`config.mk`:
```
export PLATFORM = sky130hd
export DESIGN_NAME = instruction_fetch_flat
export DESIGN_NICKNAME = d
export VERILOG_FILES = /design/src/rtl/instruction_fetch_if.sv /design/src/rtl/instruction_fetch.sv /design/src/flat_wrapper.sv
export SDC_FILE = /design/constraint.sdc
export NUM_CORES = 1
export LEC_CHECK = 0
export ABC_AREA = 0
export BUFFER_PORTS_ARGS = -buffer_cell sky130_fd_sc_hd__buf_2
export CAP_MARGIN = 20
export CORE_UTILIZATION = 35
export CTS_CLUSTER_SIZE = 20
export DETAILED_ROUTE_END_ITERATION = 8
export SETUP_SLACK_MARGIN = 0.2
export SLEW_MARGIN = 10
export SYNTH_ARGS = -nofsm -noshare
export SYNTH_HDL_FRONTEND = slang
export SYNTH_SLANG_ARGS = --single-unit
```
`constraint.sdc`:
```
create_clock -name clock -period 1.8 [get_ports clock]
set_clock_uncertainty 0.1 [all_clocks]
set_input_delay 0.36 -clock clock [delete_from_list [all_inputs] [get_ports clock]]
set_output_delay 0.36 -clock clock [all_outputs]
set_load 0.01 [all_outputs]
```
`src/rtl/instruction_fetch_if.sv`:
```
// Bus between the IF stage (master) and its instruction memory / decode stage (slave side).
// Carries the read handshake, redirect/stall controls and the decoded IF/ID fields.
interface instruction_fetch_if;
  logic        stall;
  logic        branchTaken;
  logic [15:0] branchTarget;
  logic        memReady;
  logic [15:0] memData;
  logic        memRead;
  logic [15:0] memAddress;
  logic        valid;
  logic [15:0] instruction;
  logic [15:0] pcOut;
  logic [3:0]  opcode;
  logic [2:0]  rs;
  logic [2:0]  rt;
  logic [2:0]  rd;
  logic [2:0]  funct;
  logic [5:0]  signalToExtend;
  logic        halted;

  modport master (
    input  stall, branchTaken, branchTarget, memReady, memData,
    output memRead, memAddress, valid, instruction, pcOut,
           opcode, rs, rt, rd, funct, signalToExtend, halted
  );

  modport slave (
    output stall, branchTaken, branchTarget, memReady, memData,
    input  memRead, memAddress, valid, instruction, pcOut,
           opcode, rs, rt, rd, funct, signalToExtend, halted
  );
endinterface

```
`src/rtl/instruction_fetch.sv`:
```
// IF stage: PC, ready-based instruction read with bounded-wait retry, IF/ID register.
// Optional HALT_DETECT_EN: opcode 4'hF parks the fetcher in HALT until reset.
module instruction_fetch #(
  parameter logic [15:0] RESET_PC   = 16'h0000,
  parameter logic [15:0] PC_STEP    = 16'h0001,
  parameter int unsigned WAIT_LIMIT = 8
) (
  input  logic                clock,
  input  logic                reset,
  instruction_fetch_if.master fetchBus
);

  localparam logic [7:0] WAIT_LAST = 8'(WAIT_LIMIT - 1);

  typedef enum logic [1:0] {
    IDLE  = 2'd0,
    FETCH = 2'd1,
    RETRY = 2'd2
`ifdef HALT_DETECT_EN
    , HALT = 2'd3
`endif
  } fetchState_t;

  fetchState_t stateR;
  fetchState_t stateNextS;
  logic [15:0] pcR;
  logic [15:0] pcNextS;
  logic        validR;
  logic        validNextS;
  logic [15:0] instructionR;
  logic [15:0] instructionNextS;
  logic [15:0] pcOutR;
  logic [15:0] pcOutNextS;
  logic [7:0]  waitCountR;
  logic [7:0]  waitCountNextS;
  logic        acceptS;
  logic        memReadS;
  logic        loadS;
  logic        haltActiveS;

`ifdef HALT_DETECT_EN
  logic        haltedR;
  logic        haltedNextS;
  assign haltActiveS = (stateR == HALT);
`else
  assign haltActiveS = 1'b0;
`endif

  // Read request: only in FETCH, only when the output register can take a word, never on redirect.
  always_comb begin
    acceptS  = !validR || !fetchBus.stall;
    memReadS = (stateR == FETCH) && acceptS && !fetchBus.branchTaken;
    loadS    = memReadS && fetchBus.memReady;
  end

  // Next-state and next-datapath values; redirect outranks every other event except reset.
  always_comb begin
    stateNextS       = stateR;
    pcNextS          = pcR;
    validNextS       = validR;
    instructionNextS = instructionR;
    pcOutNextS       = pcOutR;
    waitCountNextS   = waitCountR;
`ifdef HALT_DETECT_EN
    haltedNextS      = haltedR;
`endif
    if (fetchBus.branchTaken && !haltActiveS) begin
      stateNextS     = FETCH;
      pcNextS        = fetchBus.branchTarget;
      validNextS     = 1'b0;
      waitCountNextS = 8'd0;
    end else begin
      case (stateR)
        IDLE: begin
          stateNextS = FETCH;
        end
        FETCH: begin
          if (loadS) begin
            instructionNextS = fetchBus.memData;
            pcOutNextS       = pcR;
            pcNextS          = pcR + PC_STEP;
            waitCountNextS   = 8'd0;
`ifdef HALT_DETECT_EN
            if (fetchBus.memData[15:12] == 4'hF) begin
              stateNextS  = HALT;
              haltedNextS = 1'b1;
            end else begin
              stateNextS  = FETCH;
            end
`endif
          end else if (memReadS) begin
            // The cycle that completes WAIT_LIMIT unanswered requests drops the request for one cycle.
            if (waitCountR == WAIT_LAST) begin
              stateNextS     = RETRY;
              waitCountNextS = 8'd0;
            end else begin
              waitCountNextS = waitCountR + 8'd1;
            end
          end else begin
            stateNextS = FETCH;
          end
        end
        RETRY: begin
          stateNextS = FETCH;
        end
`ifdef HALT_DETECT_EN
        HALT: begin
          stateNextS = HALT;
        end
`endif
        default: begin
          stateNextS = IDLE;
        end
      endcase

      if (loadS) begin
        validNextS = 1'b1;
      end else if (validR && !fetchBus.stall) begin
        validNextS = 1'b0;
      end else begin
        validNextS = validR;
      end
    end
  end

  // FSM state register.
  always_ff @(posedge clock) begin
    if (reset) begin
      stateR <= IDLE;
    end else begin
      stateR <= stateNextS;
    end
  end

  // PC, IF/ID register and wait counter.
  always_ff @(posedge clock) begin
    if (reset) begin
      pcR          <= RESET_PC;
      validR       <= 1'b0;
      instructionR <= 16'h0000;
      pcOutR       <= 16'h0000;
      waitCountR   <= 8'd0;
    end else begin
      pcR          <= pcNextS;
      validR       <= validNextS;
      instructionR <= instructionNextS;
      pcOutR       <= pcOutNextS;
      waitCountR   <= waitCountNextS;
    end
  end

`ifdef HALT_DETECT_EN
  // Sticky halt flag, cleared only by reset.
  always_ff @(posedge clock) begin
    if (reset) begin
      haltedR <= 1'b0;
    end else begin
      haltedR <= haltedNextS;
    end
  end
  assign fetchBus.halted = haltedR;
`else
  assign fetchBus.halted = 1'b0;
`endif

  assign fetchBus.memRead        = memReadS;
  assign fetchBus.memAddress     = pcR;
  assign fetchBus.valid          = validR;
  assign fetchBus.instruction    = instructionR;
  assign fetchBus.pcOut          = pcOutR;
  assign fetchBus.opcode         = instructionR[15:12];
  assign fetchBus.rs             = instructionR[11:9];
  assign fetchBus.rt             = instructionR[8:6];
  assign fetchBus.rd             = instructionR[5:3];
  assign fetchBus.funct          = instructionR[2:0];
  assign fetchBus.signalToExtend = instructionR[5:0];

endmodule

```
`src/flat_wrapper.sv`:
```
// flat-port wrapper written by rule: the top's interface ports become plain ports
module instruction_fetch_flat 
#(
  parameter logic [15:0] RESET_PC   = 16'h0000,
  parameter logic [15:0] PC_STEP    = 16'h0001,
  parameter int unsigned WAIT_LIMIT = 8
)
  (clock, reset, fetchBus_stall, fetchBus_branchTaken, fetchBus_branchTarget, fetchBus_memReady, fetchBus_memData, fetchBus_memRead, fetchBus_memAddress, fetchBus_valid, fetchBus_instruction, fetchBus_pcOut, fetchBus_opcode, fetchBus_rs, fetchBus_rt, fetchBus_rd, fetchBus_funct, fetchBus_signalToExtend, fetchBus_halted);
  instruction_fetch_if fetchBus_i ();
  input  logic clock;
  input  logic reset;
  input wire logic [$bits(fetchBus_i.stall)-1:0] fetchBus_stall;
  input wire logic [$bits(fetchBus_i.branchTaken)-1:0] fetchBus_branchTaken;
  input wire logic [$bits(fetchBus_i.branchTarget)-1:0] fetchBus_branchTarget;
  input wire logic [$bits(fetchBus_i.memReady)-1:0] fetchBus_memReady;
  input wire logic [$bits(fetchBus_i.memData)-1:0] fetchBus_memData;
  output wire logic [$bits(fetchBus_i.memRead)-1:0] fetchBus_memRead;
  output wire logic [$bits(fetchBus_i.memAddress)-1:0] fetchBus_memAddress;
  output wire logic [$bits(fetchBus_i.valid)-1:0] fetchBus_valid;
  output wire logic [$bits(fetchBus_i.instruction)-1:0] fetchBus_instruction;
  output wire logic [$bits(fetchBus_i.pcOut)-1:0] fetchBus_pcOut;
  output wire logic [$bits(fetchBus_i.opcode)-1:0] fetchBus_opcode;
  output wire logic [$bits(fetchBus_i.rs)-1:0] fetchBus_rs;
  output wire logic [$bits(fetchBus_i.rt)-1:0] fetchBus_rt;
  output wire logic [$bits(fetchBus_i.rd)-1:0] fetchBus_rd;
  output wire logic [$bits(fetchBus_i.funct)-1:0] fetchBus_funct;
  output wire logic [$bits(fetchBus_i.signalToExtend)-1:0] fetchBus_signalToExtend;
  output wire logic [$bits(fetchBus_i.halted)-1:0] fetchBus_halted;
  assign fetchBus_i.stall = fetchBus_stall;
  assign fetchBus_i.branchTaken = fetchBus_branchTaken;
  assign fetchBus_i.branchTarget = fetchBus_branchTarget;
  assign fetchBus_i.memReady = fetchBus_memReady;
  assign fetchBus_i.memData = fetchBus_memData;
  assign fetchBus_memRead = fetchBus_i.memRead;
  assign fetchBus_memAddress = fetchBus_i.memAddress;
  assign fetchBus_valid = fetchBus_i.valid;
  assign fetchBus_instruction = fetchBus_i.instruction;
  assign fetchBus_pcOut = fetchBus_i.pcOut;
  assign fetchBus_opcode = fetchBus_i.opcode;
  assign fetchBus_rs = fetchBus_i.rs;
  assign fetchBus_rt = fetchBus_i.rt;
  assign fetchBus_rd = fetchBus_i.rd;
  assign fetchBus_funct = fetchBus_i.funct;
  assign fetchBus_signalToExtend = fetchBus_i.signalToExtend;
  assign fetchBus_halted = fetchBus_i.halted;
  instruction_fetch #(.RESET_PC(RESET_PC), .PC_STEP(PC_STEP), .WAIT_LIMIT(WAIT_LIMIT)) u_core (.clock(clock), .reset(reset), .fetchBus(fetchBus_i));
endmodule
```
# After elaboration in Yosys (flattened, before gate mapping)
# Index checks and enable logic that the tools add are counted.
# totals
regBits	59
output_inout_bits	73
word_cells	50
input_bits	37
# classes
bitwise	1
n_eq_ne	7
n_mux	13
addsub	2
n_reduce_logical	20
# ops
cell	n
$mux 16	3
$mux 8	3
$add 16x1->16 const B	1
$add 8x1->8 const B	1
$eq 8x3->1 const B	1
$reduce_and 2->1	4
$reduce_bool 2->1	4
$mux 2	3
$ne 3x3->1 const B	2
$logic_and 1x1->1	4
$ne 4x4->1 const B	1
$pmux 2 s2	1
$reduce_or 2->1	2
$logic_not 1->1	3
$mux 1	3
$reduce_and 3->1	1
$eq 2x1->1 const B	1
$eq 2x2->1 const B	1
$logic_not 2->1	1
$ne 2x2->1 const B	1
$logic_or 1x1->1	1
$not 1->1	1

# Depth between registers and ports, before layout
# depth
ltp_word	8
ltp_mapped	7
depth_no_buf	5

# Worst setup path before layout
# No wires, ideal clock.
# synth_path
path_kind	reg-to-reg
start	reg u_core.pcR[0], in the netlist u_core.fetchBus.memAddress[0]
end	reg u_core.pcR[14], in the netlist u_core.fetchBus.memAddress[14]
setup_slack_ns	0.093
path_buffers	0
path_stages_with_launch	6
setup_ns	0.074
period_less_slack_ns	1.707
arrival_ns	1.533
required_time_ns	1.626
path_cell_list	dfxtp_1 -> ha_1 -> and4b_1 -> nand2_1 -> or4_1 -> a31oi_1
# synth_via
elab_chain_len	4
# synth_rtl
item	line	rtl
from (decl)	instruction_fetch.sv:26	logic [15:0] pcR;
from (signal assigned)	instruction_fetch.sv:144	pcR <= pcNextS;
$add 16x1->16	instruction_fetch.sv:81	pcNextS = pcR + PC_STEP;
$mux 16	instruction_fetch.sv:78	if (loadS) begin
$mux 16	instruction_fetch.sv:73	case (stateR)
$mux 16	instruction_fetch.sv:67	if (fetchBus.branchTaken && !haltActiveS) begin
# No other way between the ends. The select of a mux whose other input is x is not followed.
# A chain may end at the register's enable or synchronous reset.

# Worst setup path in the final report
# layout_path
start	reg u_core.pcR[1], in the netlist u_core.fetchBus.memAddress[1]
end	reg u_core.pcR[13], in the netlist u_core.fetchBus.memAddress[13]
# Same word-level chain as after synthesis.

==> results_dict.tcl <==
set metrics [dict create \
    rsz0062_at_grt "yes" \
    hpwl_mm 5.72 \
    fin_util_pct 50.9 \
    final_max_slew_viol_count 0 \
    critical_path.reg2reg.startpoint "u_core.fetchBus.memAddress[1]$_SDFFE_PP0P_" \
    drive_gt1_share_pct 42.1 \
    cts_sinks 59 \
    dieWidth_um 91.7 \
    grt_pass1_wl_mm 12.7 \
    holdPathStages 3 \
    insertion_delay_ps 340 \
    totalWireLength_mm 8.04 \
    cts_tree "done" \
    synth_edf_count 0 \
    drt-pass1-iter-count 4 \
    worstHoldEndpoint "u_core.fetchBus.instruction[12]$_SDFFE_PP0P_" \
    num_rows 32 \
    critPathCaptureType "register" \
    period_share_pct 89.3 \
    reg2reg_setup_slack_ps 190 \
    initial_core_util_pct 36.3 \
    final_nets 521 \
    overflow 0 \
    grt_usage_pct 19.0 \
    r2r-end "u_core.fetchBus.memAddress[13]$_SDFFE_PP0P_" \
    grt_max_degree 27 \
    cts_buffer_depth 2 \
    synth_cell_types 52 \
    synth_ff_type "dfxtp_1" \
    seq_area_um2 1200 \
    syn_area_per_cell_um2 7.85 \
    postCtsHoldBufs 0 \
    synthCells 359 \
    via_count 2984 \
    cts_root_buf "clkbuf_8" \
    dieArea_um2 8420 \
    synthArstFlopShare_pct 0 \
    multiInputGateArea_um2 1470 \
    antenna_found_initial 0 \
    status "complete, no violations" \
    critPathLaunchType "register" \
    clkSlewWorstSetupHoldPaths_ps 70 \
    critical_path.max_fanout 3 \
    areaGrowthSynthToFinish_pct 40.3 \
    synth-seq-cells 59 \
    gp_congestion 0.812 \
    avgViaCountPerCell 5.07 \
    finalSetupViolCount 0 \
    diodes 0 \
    synth_fp_nets 398 \
    ff2ff_path_depth 5 \
    worstSetupPathType "register to register" \
    fill_cells 786 \
    min-delay-path-class "input pin to register" \
    achievable-frequency_mhz 622 \
    grt_pass1_vias 2582 \
    drt_iter0_markers 155 \
    cts_buffers 9 \
    yosysWarnings 0 \
    ios 110 \
    cap_violations 0 \
    fp.dieH_um 91.7 \
    worstPathArrival_ps 1760 \
    min_from "fetchBus_memData[12]" \
    ir_drop_v 0.000360 \
    core_area_um2 7770 \
    post_drt_wl_per_cell_um 13.7 \
    fin_crit_ps 1610 \
    netlist_area_um2 2820 \
    ant_nets 0 \
    p_leak_nw 1.70 \
    hold_ws_ps 157 \
    cp_data_required_time_ps 1950 \
    route.detailed.drc 0 \
    synth_seq_area_share_pct 41.9 \
    cts_max_level 3 \
    io_buffers 108 \
    pwr_density_cell_nw_per_um2 771 \
    finalHoldViolations 0 \
]
==> stage by stage <==
| step | cells | TNS (ps) | cell area (µm²) | total power [mW] | setup slack [ps] |
|---|---|---|---|---|---|
| after global placement | 562 | 0 | 3520 | 1.77 | 23.3 |
| after detailed placement | 562 | -2.98 | 3520 | 1.77 | -2.98 |
| final | 589 | 0 | 3950 | 3.05 | 192 |
| after CTS | 584 | 0 | 3840 | 3.07 | 189 |
| after global routing | 589 | 0 | 3950 | 3.19 | 117 |
| after floorplan | 359 | 0 | 2830 | 1.60 | 171 |
==> worst max-delay path by stage <==
| stage | from | to | slack [ps] |
|---|---|---|---|
| 6_report | u_core.fetchBus.memAddress[1]$_SDFFE_PP0P_ | u_core.fetchBus.memAddress[13]$_SDFFE_PP0P_ | 190 |
| 3_5_place_dp | fetchBus_branchTaken | u_core.fetchBus.memAddress[13]$_SDFFE_PP0P_ | -3 |
| 4_1_cts | u_core.fetchBus.valid$_SDFFE_PP0P_ | u_core.fetchBus.memAddress[13]$_SDFFE_PP0P_ | 190 |
| 3_3_place_gp | fetchBus_branchTaken | u_core.fetchBus.memAddress[13]$_SDFFE_PP0P_ | 20 |
| 2_1_floorplan | fetchBus_branchTaken | u_core.fetchBus.memAddress[13]$_SDFFE_PP0P_ | 170 |
| 5_1_grt | u_core.fetchBus.memAddress[1]$_SDFFE_PP0P_ | u_core.fetchBus.memAddress[13]$_SDFFE_PP0P_ | 120 |
==> kinds of logic (layout without fill, tap and decap cells) <==
group                    after synthesis  count (layout)  synth area share (%)
XOR/XNOR                               2               2                 0.622
AO/OA/AOI/OAI                         85              85                  18.5
buffers and inverters                 47             175                  9.99
adder cells (fa/ha/maj)                2               2                 0.888
AND/OR/NAND/NOR                      161             161                  27.2
other                                  1               1                 0.133
multiplexers                           2               2                 0.799
flip-flops                            59              59                  41.9
==> area by class of cell <==
type / count / area share (%)
Multi-Input combinational cell: 253 / 37.1
Tap cell: 102 / 3.23
Sequential cell: 59 / 30.5
Clock inverter: 4 / 1.20
Timing Repair Buffer: 153 / 23.3
Inverter: 6 / 0.570
Clock buffer: 12 / 4.18
==> critical path, cell delays in order (launching register included) <==
cell and delay [ps]:
dfxtp_4 370, buf_6 110, and3_4 200, nand3_4 80, or4_1 400, a311oi_1 260
==> per-layer routing <==
| layer | GRT usage, % | wire (µm) | vias to the layer above |
|---|---|---|---|
| li1 | - | - | 1492 |
| met1 | 24.6 | 3690 | 1383 |
| met2 | 31.4 | 3810 | 99 |
| met3 | 3.23 | 445 | 10 |
| met4 | 7.42 | 95 | 0 |
| met5 | 0 | 0 | - |
==> sequential cells by signal, summed over array words and instances, names as in the netlist <==
| signal | cells |
|---|---|
| u_core.waitCountR | 8 |
| u_core.fetchBus.memAddress | 16 |
| u_core.fetchBus.instruction | 16 |
| u_core.fetchBus.valid | 1 |
| u_core.fetchBus.pcOut | 16 |
| u_core.stateR | 2 |
==> what timing repair did <==
| item | 4_1_cts | 5_1_grt |
|---|---|---|
| setup endpoints to repair | 12 | 18 |
| resized for setup | 17 | 20 |
| buffers inserted | 6 | 5 |
| pin swaps | 7 | 7 |
==> layout by cell type, fill, tap and decap left out, drive strengths merged, types with 2 or more instances in the layout <==
master / n
a31oi: 14
buf: 153
mux2: 2
and3: 5
and2: 5
a21boi: 2
clkbuf: 12
xnor2: 2
o31a: 2
nor3: 5
ha: 2
nand2: 91
or3: 5
o311ai: 2
a21oi: 48
or4: 4
nand4: 9
clkinv: 2
nor2: 7
inv: 6
nor4: 2
nand3: 21
dfxtp: 59
o211ai: 7
==> synthesized netlist by cell type (2+ instances only) <==
cell | count | share of area, %
nand3_1 | 20 | 3.6
or4_1 | 4 | 1.1
nor3_1 | 4 | 0.71
a21boi_0 | 2 | 0.53
nor2_1 | 7 | 0.93
xnor2_1 | 2 | 0.62
nand4_1 | 9 | 2.0
and3_1 | 5 | 1.1
o31a_1 | 2 | 0.62
and2_1 | 4 | 0.89
or3_1 | 5 | 1.1
buf_1 | 4 | 0.53
buf_2 | 6 | 1.1
clkbuf_1 | 6 | 0.80
a21oi_1 | 47 | 8.3
ha_1 | 2 | 0.89
o211ai_1 | 7 | 1.9
nor4_1 | 2 | 0.44
mux2_2 | 2 | 0.80
dfxtp_1 | 59 | 42
a31oi_1 | 14 | 3.1
buf_4 | 24 | 6.4
nand2_1 | 90 | 12
inv_1 | 4 | 0.53
==> power breakdown <==
group	switching (mW)	internal, mW	leakage [nW]
Combinational	0.201	0.174	1.11
Sequential	0.0427	1.35	0.485
Clock	0.538	0.748	0.108
Total	0.782	2.27	1.70
Note: power is estimated with default switching activity, not from simulation.
